<file path="config.mk">
export PLATFORM = sky130hd
export DESIGN_NAME = alu
export DESIGN_NICKNAME = d
export VERILOG_FILES = /design/src/rtl/alu.sv
export SDC_FILE = /design/constraint.sdc
export NUM_CORES = 1
export LEC_CHECK = 0
export CORE_ASPECT_RATIO = 1.4
export CORE_MARGIN = 5
export CORE_UTILIZATION = 45
export CTS_CLUSTER_DIAMETER = 40
export DETAILED_ROUTE_END_ITERATION = 6
export MAX_ROUTING_LAYER = met4
export PLACE_DENSITY_LB_ADDON = 0.05
export SLEW_MARGIN = 20
export SYNTH_ARGS = -nofsm -noshare
export SYNTH_HDL_FRONTEND = slang
export SYNTH_SLANG_ARGS = --single-unit
</file>
<file path="constraint.sdc">
create_clock -name clk -period 13.6 [get_ports clk]
set_input_delay 1.36 -clock clk [delete_from_list [all_inputs] [get_ports clk]]
set_output_delay 1.36 -clock clk [all_outputs]
set_load 0.02 [all_outputs]
</file>
<file path="src/rtl/alu.sv">
// 8-bit, 16-operation ALU; the result is registered, so latency is 1 cycle. There is no handshake: one operation per cycle.
// Define ALU_FLAGS_EN to add registered carry/borrow and zero flags alongside the result.
module alu (
  input  logic       clk,
  input  logic       rst_n,
  input  logic [7:0] A,
  input  logic [7:0] B,
  input  logic [3:0] sel,
`ifdef ALU_FLAGS_EN
  output logic       carry,
  output logic       zero,
`endif
  output logic [7:0] out
);

  logic [7:0] out_d, out_q;

  always_comb begin
    out_d = 8'h00;
    case (sel)
      4'h0: out_d = A + B;
      4'h1: out_d = A - B;
      4'h2: out_d = A * B;
      4'h3: out_d = (B == 8'h00) ? 8'hFF : A / B;
      4'h4: out_d = A << 1;
      4'h5: out_d = A >> 1;
      4'h6: out_d = {A[6:0], A[7]};
      4'h7: out_d = {A[0], A[7:1]};
      4'h8: out_d = A & B;
      4'h9: out_d = A | B;
      4'hA: out_d = A ^ B;
      4'hB: out_d = ~(A | B);
      4'hC: out_d = ~(A & B);
      4'hD: out_d = ~(A ^ B);
      4'hE: out_d = {7'h00, A > B};
      4'hF: out_d = {7'h00, A == B};
    endcase
  end

  always_ff @(posedge clk) begin
    if (!rst_n) out_q <= 8'h00;
    else        out_q <= out_d;
  end

  assign out = out_q;

`ifdef ALU_FLAGS_EN
  logic carry_d, carry_q;
  logic zero_d, zero_q;

  // Overflow is detected by magnitude compare on the widened result.
  always_comb begin
    carry_d = 1'b0;
    case (sel)
      4'h0:    carry_d = ({1'b0, A} + {1'b0, B}) > 9'd255;
      4'h1:    carry_d = A < B;
      4'h2:    carry_d = ({8'h00, A} * {8'h00, B}) > 16'd255;
      4'h3:    carry_d = B == 8'h00;
      4'h4:    carry_d = A[7];
      4'h5:    carry_d = A[0];
      default: carry_d = 1'b0;
    endcase
    zero_d = (out_d == 8'h00);
  end

  always_ff @(posedge clk) begin
    if (!rst_n) begin
      carry_q <= 1'b0;
      zero_q  <= 1'b0;
    end else begin
      carry_q <= carry_d;
      zero_q  <= zero_d;
    end
  end

  assign carry = carry_q;
  assign zero  = zero_q;
`endif

endmodule

</file>
==> impl_metrics.yaml, run 1 <==
synthesis:
  synthMostInstantiatedCell: "ha_1"
  ys_seq_area_share_pct: 3.855
  synth-edff-count: 0
  synthCells: 570
  synth_top_area_cell: "ha_1"
  yosys_warnings: 0
  netlist.area_leader.share_pct: 23.80
  synth_area_leaders: "ha_1 (24%), fa_1 (6.7%), xnor2_1 (6.7%)"
  avgSynthCellArea_sq_um: 7.288
  synthArstFlopShare_pct: 0
  syn_nets: 685
  ys_ff_latch: 8
  synth_ff_type: "dfxtp_1"
  synth.distinct_cells: 64
  syn_area_sq_mm: 0.004154
  synthTopCellsByCount: "ha_1 (79), nor2_1 (57), inv_1 (53), nand2_1 (53), a21oi_1 (43)"
setup_path:
  cp-endpoint: "out[0]$_SDFF_PN0_"
  startpoint_type: "input port"
  cp_top_family: "compound AO/OA/AOI/OAI gates"
  startpoint: "B[7]"
  critical_path_depth: 47
  cp-end-kind: "flip-flop"
  slowest_stage: "clkdlybuf4s50_1"
  cp.buffers_inverters: 3
  cpMostUsedCell: "ha_1"
  slowest_delay_ns: 0.61
  crit_fanout: 14
  cp.arrival_ns: 12.62
  cp.required_ns: 13.70
  crit_type: "input port to flip-flop"
timing:
  period_share_pct: 92.09
  tns_ns: 0
  rsz0062_at_grt: "false"
  relSlewSlack_pct: 47.33
  fmax_ghz: 0.07985
  hold_slack_ns: 1.962
  layout_min_cycle_time_ns: 12.52
  maxSlewViolCount: 0
  tightest_slew_ns: 0.7893
  final_hold_viol_count: 0
  worst_slack_ns: 1.076
  setup_viol: 0
cts:
  numCtsBuffers: 3
  cts_setup_buffers: 0
  clockBufferDepth: 2
  holdBufCountCts: 0
  root_buffer: "clkbuf_16"
  path_clk_slew_ns: 0.04
  cts_resized: 0
  cts_tree: "done"
  htreeDepth: 1
  cts_sinks: 8
floorplanning:
  die-area_sq_mm: 0.01128
  core_sq_mm: 0.009029
  io_pins: 30
  rows: 41
  start_util_pct: 46.01
  die_w_um: 91.20
  dieHeight_um: 123.7
global_route:
  grt_max_degree: 42
  grt_pass1_vias: 4332
  track_usage_pct: 24.93
  grt_pass1_wl_um: 22180
  antenna_found_initial: 0
  grt-ovfl-total: 0
route:
  drcViolationCount: 0
  vias: 4292
  vias_per_cell: 6.167
  ant_nets: 0
  drt-total-wl_um: 13450
  routedWlPerCell_um: 19.32
  drtIter0Drc: 356
  drt_pass1_iterations: 5
min_path:
  holdCritPathClass: "input port to flip-flop"
power_and_ir_drop:
  power.total_uw: 307.7
  p_per_area_mw_per_mm2: 66.25
  p_leak_uw: 0.002157
  vdd_ir_drop_max_mv: 0.1123
flow_run:
  drv_cap: 0
placement:
  portBuffers: 29
  place_congestion: 0.9492
  pre_cts_ws_ns: 0.9294
  placed_cells: 693
  hpwl_um: 10650
cells_and_area:
  antenna_cells: 0
  largest_register_ffs: 8
  finalNonFillerCells: 696
  drive_gt1_share_pct: 4.244
  area_delta_synth_final_pct: 11.81
  nNetsFinal: 706
run_status:
  status: "finished, final reports clean"
per-layer routing:
metal / routed length [um] / vias up / share of wire, % / global-route usage (%)
met5: 0 / - / 0 / -
met3: 599 / 54 / 4.5 / 2.054
li1: - / 2074 / - / -
met4: 707 / 0 / 5.3 / 12.39
met2: 6683 / 160 / 50 / 44.90
met1: 5459 / 2004 / 41 / 27.60
worst min-delay path by stage:
stage                             end  cells past startpoint               from
global placement               out[3]                      1  out[3]$_SDFF_PN0_
CTS                 out[1]$_SDFF_PN0_                      2              rst_n
detailed placement             out[4]                      1  out[4]$_SDFF_PN0_
floorplan           out[7]$_SDFF_PN0_                      1              rst_n
finish              out[1]$_SDFF_PN0_                      2              rst_n
global route        out[1]$_SDFF_PN0_                      2              rst_n
cells by family (layout without fill, tap and decap cells):
group	Yosys count	in the layout	share of synthesized area (%)
xor gates and xnor gates	42	42	8.855
adders and majority gates	94	94	30.78
DFF	8	8	3.855
muxes	24	24	6.054
AOI/OAI and AO/OA	164	164	25.72
buffers and inverters	78	97	7.078
and+or+nand+nor	160	160	17.65
area by class of cell:
type                    count  area, sq um
flip-flops and latches      8        160.2
well taps                 107        133.9
multi-input cells         484         3700
clock buffers               3        75.07
inverters                  54        202.7
fillers                   895         4384
repair buffers             40        372.9
report_power, final:
group          internal [uW]  leakage, uW  switching (uW)
clock network           37.9    0.0000370            11.3
registers               26.1    0.0000663           0.651
logic                    102      0.00205             130
per-stage QoR:
step	cell area, sq um	utilization (%)
after global routing	4644	51.44
after detailed placement	4569	50.61
after CTS	4644	51.44
after global placement	4569	50.61
after floorplan	4154	-
final	4644	51.44
cell usage in the layout, fill, tap and decap left out, drive strengths merged, types with 11 or more instances in the layout:
cell type	count
nand2	54
fa	14
inv	53
nor3	15
ha	79
nor2	57
xnor2	32
buf	11
mux2i	15
o21ai	40
a21oi	43
clkdlybuf4s50	29
No activity file was read; power rests on OpenSTA's default activity.
==> run 2, diff against run 1 <==
Settings changed: CAP_MARGIN set to 10.
==> results of run 2 <==
Same layout as run 1: the final DEF is identical, and so are final timing and power.
==> run 3, diff against run 2 <==
Settings changed: RECOVER_POWER set to 100.
==> impl_metrics.yaml, run 3 (synthesis results as in run 1) <==
cells_and_area:
  layout_commonest_cell: "ha_1"
  largest_register_ffs: 8
  drive_gt1_share_pct: 4.244
  multi_input_area_sq_mm: 0.003700
  area_delta_synth_final_pct: 11.81
  mostFrequentLayoutCells: "ha_1 (79), nor2_1 (57), nand2_1 (53), inv_1 (53), a21oi_1 (43)"
  antenna_cells: 0
  nNetsFinal: 706
  finish.utilization_pct: 51.44
  fillCellCount: 895
  register_area_sq_um: 160.2
cts:
  cts_setup_buffers: 0
  numCtsBuffers: 3
  holdBufCountCts: 0
  clockBufferDepth: 2
  cts_tree: "done"
  cts_resized: 0
  cts_sinks: 8
  path_clk_slew_ns: 0.04
  htreeDepth: 1
  root_buffer: "clkbuf_16"
global_route:
  grt-ovfl-total: 0
  grt_max_degree: 42
  grt_pass1_wl_um: 22180
  antenna_found_initial: 0
  grt_pass1_vias: 4332
  track_usage_pct: 24.93
timing:
  tns_ns: 0
  layout_min_cycle_time_ns: 12.52
  fmax_ghz: 0.07990
  setup_viol: 0
  final_hold_viol_count: 0
  maxSlewViolCount: 0
  worst_slack_ns: 1.084
  period_share_pct: 92.03
  relSlewSlack_pct: 47.27
  tightest_slew_ns: 0.7901
  rsz0062_at_grt: "false"
run_status:
  status: "finished, final reports clean"
placement:
  pre_cts_ws_ns: 0.9294
  hpwl_um: 10650
  place_congestion: 0.9492
  portBuffers: 29
floorplanning:
  start_util_pct: 46.01
  die-area_sq_mm: 0.01128
  die_w_um: 91.20
  rows: 41
  io_pins: 30
  core_sq_mm: 0.009029
  dieHeight_um: 123.7
route:
  drt_pass1_iterations: 5
  vias_per_cell: 6.125
  ant_nets: 0
  drtIter0Drc: 350
  vias: 4263
  routedWlPerCell_um: 19.32
  drt-total-wl_um: 13440
  drcViolationCount: 0
setup_path:
  crit_type: "input port to flip-flop"
  slowest_delay_ns: 0.61
  cp.required_ns: 13.70
  cpMostUsedCell: "ha_1"
  slowest_stage: "clkdlybuf4s50_1"
  crit_fanout: 14
  cp.arrival_ns: 12.62
  startpoint_type: "input port"
  cp-end-kind: "flip-flop"
power_and_ir_drop:
  vdd_ir_drop_max_mv: 0.1129
  p_leak_uw: 0.002175
  power.total_uw: 307.4
  p_per_area_mw_per_mm2: 66.19
flow_run:
  drv_cap: 0
min_path:
  holdCritPathClass: "input port to flip-flop"
[run 3: report_power, final]
part / total (uW) / internal, uW / leakage (uW) / switching [uW]
logic: 231 / 101 / 0.00207 / 130
clock network: 49.9 / 38.0 / 0.0000370 / 11.9
registers: 26.6 / 26.1 / 0.0000663 / 0.554
total: 307 / 165 / 0.00217 / 143
[run 3: per-layer routing]
| metal | part of all wire [%] | up-vias | global-route usage [%] |
|---|---|---|---|
| li1 | - | 2068 | - |
| met1 | 40 | 1995 | 27.60 |
| met2 | 50 | 149 | 44.90 |
| met3 | 4.4 | 51 | 2.054 |
| met4 | 5.2 | 0 | 12.39 |
| met5 | 0 | - | - |
[run 3: worst paths after layout]
check	slack [ns]	depth (start not counted)	startpoint	to
worst max-delay path	1.08	47	B[7]	out[0]$_SDFF_PN0_
worst min-delay path	1.96	2	rst_n	out[1]$_SDFF_PN0_
[run 3: layout make-up]
| class | count | share of cell area [%] |
|---|---|---|
| clock buffer | 3 | 1.616 |
| inverter | 54 | 4.364 |
| multi-input combinational | 484 | 79.66 |
| sequential | 8 | 3.448 |
| tap | 107 | 2.883 |
| timing repair buffer | 40 | 8.028 |
[run 3: stage by stage]
stage | area, sq um | hold slack (ns) | std cells
finish | 4644 | 1.959 | 696
global route | 4644 | 1.987 | 696
CTS | 4644 | 1.951 | 696
detailed placement | 4569 | 2.160 | 693
global placement | 4569 | 2.159 | 693
floorplan | 4154 | 1.488 | 570
[run 3: worst max-delay path: cells and delay by family]
kind | cells | cell delay, ns
fa+ha+maj | 7 | 1.97
simple gates | 7 | 1.92
buf+inv | 3 | 0.89
mux | 3 | 1.09
compound gates | 27 | 5.36
